## src/rtl/i2c_master_pkg.sv

```systemverilog
// Shared definitions for the I2C write-stream master: state encoding,
// per-phase bit counts and a small helper used by the SCL generator.
package i2c_master_pkg;

  typedef enum logic [2:0] {
    IDLE     = 3'd0,
    START    = 3'd1,
    ADDR     = 3'd2,
    ADDR_ACK = 3'd3,
    DATA     = 3'd4,
    DATA_ACK = 3'd5,
    HOLD     = 3'd6
  } state_t;

  localparam int ADDR_BITS = 8;  // 7-bit address plus the write bit
  localparam int DATA_BITS = 8;
  localparam int ACK_BITS  = 1;

  // States whose bit slot drives a full SCL pulse (high in quarters 2-3).
  function automatic logic is_bit_slot(input state_t s);
    return (s == ADDR) || (s == ADDR_ACK) || (s == DATA) || (s == DATA_ACK);
  endfunction

endpackage

```

## src/rtl/avg4_filter.sv

```systemverilog
// Four-tap moving average over the bytes pushed in with valid.
module avg4_filter (
  input  logic       clk,
  input  logic       rst,
  input  logic       valid,
  input  logic [7:0] din,
  output logic [7:0] dout
);

  logic [7:0] hist [4];
  logic [9:0] sum;

  // Shift the newest byte into the history on each completed byte.
  always_ff @(posedge clk or posedge rst) begin
    if (rst) begin
      // NOTE: the history is a handful of flops, not a RAM, so it is reset;
      // the average must ramp up from zero after every reset.
      for (int i = 0; i < 4; i++) hist[i] <= '0;
    end else if (valid) begin
      hist[0] <= din;
      for (int i = 1; i < 4; i++) hist[i] <= hist[i-1];
    end
  end

  assign sum  = 10'(hist[0]) + 10'(hist[1]) + 10'(hist[2]) + 10'(hist[3]);
  assign dout = sum[9:2];

endmodule

```

## src/rtl/i2c_master.sv

```systemverilog
// Write-only I2C master: START, address + write bit, then an endless stream
// of data bytes, each followed by an ignored ACK slot and a HOLD slot.
module i2c_master
  import i2c_master_pkg::*;
#(
  parameter int QTR = 2
) (
  input  logic       clk,
  input  logic       rst,
  input  logic       start,
  input  logic [6:0] slave_addr,
  input  logic [7:0] data,
  output logic       sda,
  output logic       scl,
  output logic [7:0] filtered_out,
  output logic       done
);

  localparam int QW = (QTR > 1) ? $clog2(QTR) : 1;

  state_t        state;
  logic [QW-1:0] q_cnt;     // clocks within the current quarter
  logic [1:0]    qtr;       // quarter within the current bit slot
  logic [2:0]    bit_cnt;   // bit within the current phase
  logic [7:0]    shreg;     // outgoing bits, MSB is the next to drive
  logic [7:0]    cur_byte;  // byte currently on the wire, for the filter

  logic tick;
  logic slot_end;
  logic filt_valid;

  assign tick       = (q_cnt == QW'(QTR - 1));
  assign slot_end   = tick && (qtr == 2'd3);
  assign filt_valid = (state == DATA_ACK) && slot_end;

  // Bus sequencer: quarter/bit counters, state, and registered sda/scl/done.
  always_ff @(posedge clk or posedge rst) begin
    if (rst) begin
      // NOTE: sequential state uses non-blocking assignments so every
      // register samples the pre-edge values of its neighbours.
      state    <= IDLE;
      q_cnt    <= '0;
      qtr      <= '0;
      bit_cnt  <= '0;
      shreg    <= '0;
      cur_byte <= '0;
      sda      <= 1'b1;
      scl      <= 1'b1;
      done     <= 1'b0;
    end else if (state == IDLE) begin
      sda   <= 1'b1;
      scl   <= 1'b1;
      q_cnt <= '0;
      qtr   <= '0;
      if (start) begin
        shreg <= {slave_addr, 1'b0};
        state <= START;
        sda   <= 1'b0;  // START: sda falls while scl is still high
      end
    end else begin
      if (tick) begin
        q_cnt <= '0;
        qtr   <= qtr + 2'd1;
      end else begin
        q_cnt <= q_cnt + QW'(1);
      end

      // Entering quarter 2: SCL rises for bit slots; START and HOLD stay low.
      if (tick && qtr == 2'd1) scl <= is_bit_slot(state);

      if (slot_end) begin
        scl <= 1'b0;
        case (state)
          START: begin
            state   <= ADDR;
            bit_cnt <= '0;
            sda     <= shreg[7];
            shreg   <= {shreg[6:0], 1'b0};
          end
          ADDR: begin
            if (bit_cnt == 3'(ADDR_BITS - 1)) begin
              state   <= ADDR_ACK;
              bit_cnt <= '0;
              sda     <= 1'b1;
            end else begin
              bit_cnt <= bit_cnt + 3'd1;
              sda     <= shreg[7];
              shreg   <= {shreg[6:0], 1'b0};
            end
          end
          ADDR_ACK: begin
            if (bit_cnt == 3'(ACK_BITS - 1)) begin
              state    <= DATA;
              bit_cnt  <= '0;
              sda      <= data[7];
              shreg    <= {data[6:0], 1'b0};
              cur_byte <= data;
            end else begin
              bit_cnt <= bit_cnt + 3'd1;
            end
          end
          DATA: begin
            if (bit_cnt == 3'(DATA_BITS - 1)) begin
              state   <= DATA_ACK;
              bit_cnt <= '0;
              sda     <= 1'b1;
            end else begin
              bit_cnt <= bit_cnt + 3'd1;
              sda     <= shreg[7];
              shreg   <= {shreg[6:0], 1'b0};
            end
          end
          DATA_ACK: begin
            if (bit_cnt == 3'(ACK_BITS - 1)) begin
              state   <= HOLD;
              bit_cnt <= '0;
              done    <= 1'b1;
              sda     <= 1'b1;
            end else begin
              bit_cnt <= bit_cnt + 3'd1;
            end
          end
          HOLD: begin
            state    <= DATA;
            done     <= 1'b0;
            sda      <= data[7];
            shreg    <= {data[6:0], 1'b0};
            cur_byte <= data;
          end
          default: state <= IDLE;
        endcase
      end
    end
  end

  avg4_filter u_filter (
    .clk   (clk),
    .rst   (rst),
    .valid (filt_valid),
    .din   (cur_byte),
    .dout  (filtered_out)
  );

endmodule

```

## config.mk

```make
export PLATFORM = sky130hd
export DESIGN_NAME = i2c_master
export DESIGN_NICKNAME = d
export VERILOG_FILES = /design/src/rtl/i2c_master_pkg.sv /design/src/rtl/avg4_filter.sv /design/src/rtl/i2c_master.sv
export SDC_FILE = /design/constraint.sdc
export NUM_CORES = 1
export LEC_CHECK = 0
export CAP_MARGIN = 30
export CORE_UTILIZATION = 63
export CTS_CLUSTER_SIZE = 40
export DETAILED_ROUTE_END_ITERATION = 16
export GPL_ROUTABILITY_DRIVEN = 1
export PLACE_DENSITY_LB_ADDON = 0.08
export REMOVE_ABC_BUFFERS = 1
export SLEW_MARGIN = 20
export SYNTH_ARGS = -nofsm -noshare
export SYNTH_HDL_FRONTEND = slang
export SYNTH_SLANG_ARGS = --single-unit
```

## constraint.sdc

```tcl
create_clock -name clk -period 9.45 [get_ports clk]
set_clock_uncertainty 0.05 [all_clocks]
set_input_delay 1.4175 -clock clk [delete_from_list [all_inputs] [get_ports clk]]
set_output_delay 1.4175 -clock clk [all_outputs]
set_load 0.02 [all_outputs]
```

# Yosys cells after proc, flatten, opt, wreduce, memory -nomap -nowiden
# Index checks and enable logic that the tools add are counted.
[classes]
addsub = 6
n_eq_ne = 17
n_mux = 34
bitwise = 1
reduce_logical = 24
[ops]
columns = ["op", "count"]
rows = [
  ["8-bit two-way mux", 6],
  ["8-bit one-hot mux with 4 select lines", 1],
  ["3-bit two-way mux", 9],
  ["10-bit by 8-bit adder with 10-bit output", 2],
  ["3-bit one-hot mux with 6 select lines", 1],
  ["8-bit one-hot mux with 2 select lines", 1],
  ["3-bit == test (second input constant)", 4],
  ["3-bit by 2-bit != test with 1-bit output (second input constant)", 4],
  ["4-bit AND reduction", 3],
  ["1-bit two-way mux", 11],
  ["8-bit by 8-bit adder with 9-bit output", 1],
  ["3-bit one-hot mux with 3 select lines", 1],
  ["2-bit nonzero test", 4],
  ["3-bit by 2-bit == test with 1-bit output (second input constant)", 2],
  ["3-bit zero test", 2],
  ["6-bit AND reduction", 1],
  ["3-bit nonzero test", 2],
  ["6-bit nonzero test", 1],
  ["1-bit one-hot mux with 5 select lines", 1],
  ["5-bit AND reduction", 1],
  ["5-bit nonzero test", 1],
  ["2-bit two-way mux", 2],
  ["2-bit by 1-bit != test with 1-bit output (second input constant)", 2],
  ["2-bit OR reduction", 2],
  ["13 further kinds", 17],
]
[totals]
register_bits = 60
input_bits = 18
word_cells = 95

# Depth between registers and ports, before layout
[logic_depth]
word_depth = 7
mapped_depth = 14

# Modules after synthesis
# From an unflattened synthesis, not the netlist that was laid out.
[unflattened]
cells_unflattened = 372
area_unflattened_um2 = 3654.8
[modules_own_cells]
columns = ["module", "instances", "cells_per_inst", "area_per_inst_um2", "seq_area_each_um2"]
rows = [
  ["avg4_filter", 1, 199, 1898.1, 800.8],
  ["i2c_master", 1, 173, 1756.7, 678.2],
]

# Worst setup path before layout
# Ideal clock, no wire load.
[synth_path]
path_kind = "flip-flop to output port"
from = "register u_filter.hist[16] (netlist bit)"
to = "output filtered_out[5]"
arrival_time_ps = 3292
setup_slack_ps = 4690
path_stages_with_launch = 14
cell_sequence = "dfrtp_1 -> ha_1 -> fa_1 -> a21o_1 -> a21oi_1 -> o21bai_1 -> a21oi_1 -> xor2_1 -> fa_1 -> inv_1 -> ha_1 -> and2_1 -> a311oi_1 -> xnor2_1"
[synth_via]
elab_chain_len = 3
[synth_rtl]
columns = ["item", "line", "rtl"]
rows = [
  ["start: declaration", "avg4_filter.sv:10", "logic [7:0] hist [4];"],
  ["8-bit by 8-bit adder with 9-bit output", "avg4_filter.sv:25", "assign sum = 10'(hist[0]) + 10'(hist[1]) + 10'(hist[2]) + 10'(hist[3]);"],
  ["10-bit by 8-bit adder with 10-bit output (2 in series)", "avg4_filter.sv:25", ""],
  ["end: declaration", "i2c_master.sv:15", "output logic [7:0] filtered_out,"],
]
# No other way between the ends.

# Final worst setup path
# Same ends and word-level chain as after synthesis.

==> impl_metrics.yaml <==
floorplan:
  rows: 27
  core-area_mm2: 0.005642
  die_x_um: 79.20
  fp.dieArea_mm2: 0.006273
  start_util_pct: 66.56
  io_pins: 29
  die_h_um: 79.20
outcome:
  outcome: "finished, final reports clean"
sta:
  setup_ws_ns: 3.651
  tightest_slew_ns: 0.8715
  period_share_pct: 61.37
  rsz0062_at_grt: "false"
  hold_ws_ns: 0.4269
  max-slew-margin-rel_pct: 41.90
  max_freq_mhz: 172.4
  finalHoldViolations: 0
  slew_viol_final: 0
  finalSetupViolCount: 0
  tns_ns: 0
  fin_crit_ns: 5.799
layout:
  layout.nets: 440
  final_cells: 469
  final_layout_size_suffix_gt1_share_pct: 16.37
  fin_util_pct: 74.01
  final_cell_mix: "dfrtp_1, nand2_1, inv_1"
  finalInstanceArea_mm2: 0.004175
  area.growth.synth_to_final_pct: 11.20
  n_fill_cell: 426
  antenna_cells: 0
  final_common_cell: "dfrtp_1"
yosys:
  ys.flop_type: "dfrtp_1"
  netlist.area_leader.share_pct: 37.99
  synth_top_cell_by_area: "dfrtp_1"
  synth_edf_count: 0
  yosys.cell_types.count: 48
  synthArstFlopShare_pct: 100.0
  yosysSeqAreaShare_pct: 39.39
  synth_top_cells_by_area: "dfrtp_1, mux2_2, ha_1"
  syn-mean-instance-area_um2: 10.18
  yosysWarnings: 0
  syn_inst: 369
  synth_area_mm2: 0.003755
  synth_seq_cells: 59
flow_run:
  cap_violations: 0
worst_setup_path:
  reg2reg_to: "u_filter.hist[21]"
  path_class: "register to output port"
  critPathCaptureType: "output port"
  cp.arrival_ns: 4.33
  r2r_start: "state[1]"
  cp-start-kind: "register"
  cp_data_required_time_ns: 7.98
  cp_max_fo: 5
  rrSetupSlack_ns: 7.23
  reg2reg_depth: 3
routing:
  num_vias: 2643
  ant_nets: 0
  routed_via_density: 5.635
  drc: 0
  wl_mm: 6.774
  drt_pass1_iterations: 4
  wire_per_inst_um: 14.44
  drtIter0Drc: 109
clock_tree:
  clk_latency_ns: 0.32
  ctsLongestPathBuffers: 2
  postCtsHoldBufs: 0
  h-tree-depth: 3
  cts_sinks: 59
  cts_tree: "built"
  cts_buffers: 9
  path_clk_slew_ns: 0.07
  post-cts-setup-buffer-count: 0
  cts_resized: 0
  clock_tree.root_cell: "clkbuf_8"
power:
  total_power_uw: 469.4
  worst_ir_drop_vdd_mv: 0.07566
  p_per_area_mw_per_mm2: 112.4
  p_leak_nw: 2.031
global_routing:
  grt_usage_pct: 23.90
  first_global_vias: 2608
  grt_max_degree: 60
  gr-total-overflow: 0
  grt_first_pass_wirelength_mm: 11.56
  antenna_found_initial: 0
placed_design:
  dpl_cell_area_mm2: 0.004001
  port_buffers: 28
  place_congestion: 0.9018
  pre_cts_slack_ns: 3.996
  dp_hpwl_mm: 4.766
  placed_cells: 453
worst_hold_path:
  hold_path.startpoint: "u_filter.hist[10]"
  min_path_cells: 2
  min_to: "u_filter.hist[2]"
  hp-class: "register to register"
-- area by class of cell --
type | count | area (µm²) | share of cell area (%)
Clock buffer | 13 | 158.9 | 3.806
Clock inverter | 3 | 15.01 | 0.3596
Inverter | 38 | 142.6 | 3.416
Multi-Input combinational cell | 254 | 1994 | 47.77
Sequential cell | 59 | 1479 | 35.42
Tap cell | 72 | 90.09 | 2.158
Timing Repair Buffer | 30 | 295.3 | 7.072
-- cells in the mapped netlist (all sizes together) (8+ instances only) --
cell and count:
dfrtp 57, o21ai 28, nand2 38, mux2i 8, fa 9, o31ai 8
nor2 12, ha 21, a21oi 25, inv 38, mux2 36, buf 16
-- layer usage --
metal | GRT usage (%) | vias to the layer above | wire length, µm
li1 | - | 1318 | -
met1 | 29.69 | 1267 | 3042
met2 | 40.86 | 48 | 3434
met3 | 3.218 | 10 | 188
met4 | 11.64 | 0 | 108
met5 | 0 | - | 0
-- critical path: stages (launching register included) --
cell and delay, ns:
dfrtp_1 0.40, ha_1 0.23, fa_1 0.40, a21o_1 0.21, a21oi_1 0.26, o21bai_1 0.09, a21oi_1 0.17, xor2_1 0.10
fa_1 0.48, inv_1 0.04, ha_1 0.35, and2_1 0.20, a311oi_1 0.29, xnor2_1 0.16, clkdlybuf4s50_1 0.61
-- power by group --
part	switching, mW	total, mW	internal (mW)	leakage, nW
Clock	0.0946	0.203	0.108	0.0932
Sequential	0	0.253	0.253	0.798
Combinational	0.00723	0.0139	0.00665	1.14
-- kinds of logic after synthesis --
group,after synthesis,share of synthesized area (%)
compound gates,85,13.50
xor+xnor,13,3.032
fa+ha+maj,30,11.80
buf+inv,56,7.498
flops,59,39.39
mux,44,14.13
simple gates,82,10.66
-- registers in the layout (all words and copies together), names as in the netlist --
register       flops
shreg              7
scl                1
state              3
sda                1
q_cnt              1
u_filter.hist     32
cur_byte           8
qtr                2
done               1
bit_cnt            3
-- worst max-delay path by stage --
stage	slack, ns	to	from	cells after the start
floorplan	4.69	filtered_out[5]	u_filter.hist[16]	13
detailed placement	4.00	filtered_out[5]	u_filter.hist[16]	14
global route	3.38	filtered_out[5]	u_filter.hist[16]	14
global placement	4.06	filtered_out[5]	u_filter.hist[16]	14
CTS	3.63	filtered_out[5]	u_filter.hist[16]	14
finish	3.65	filtered_out[5]	u_filter.hist[16]	14
Note: power is estimated with default switching activity, not from simulation.
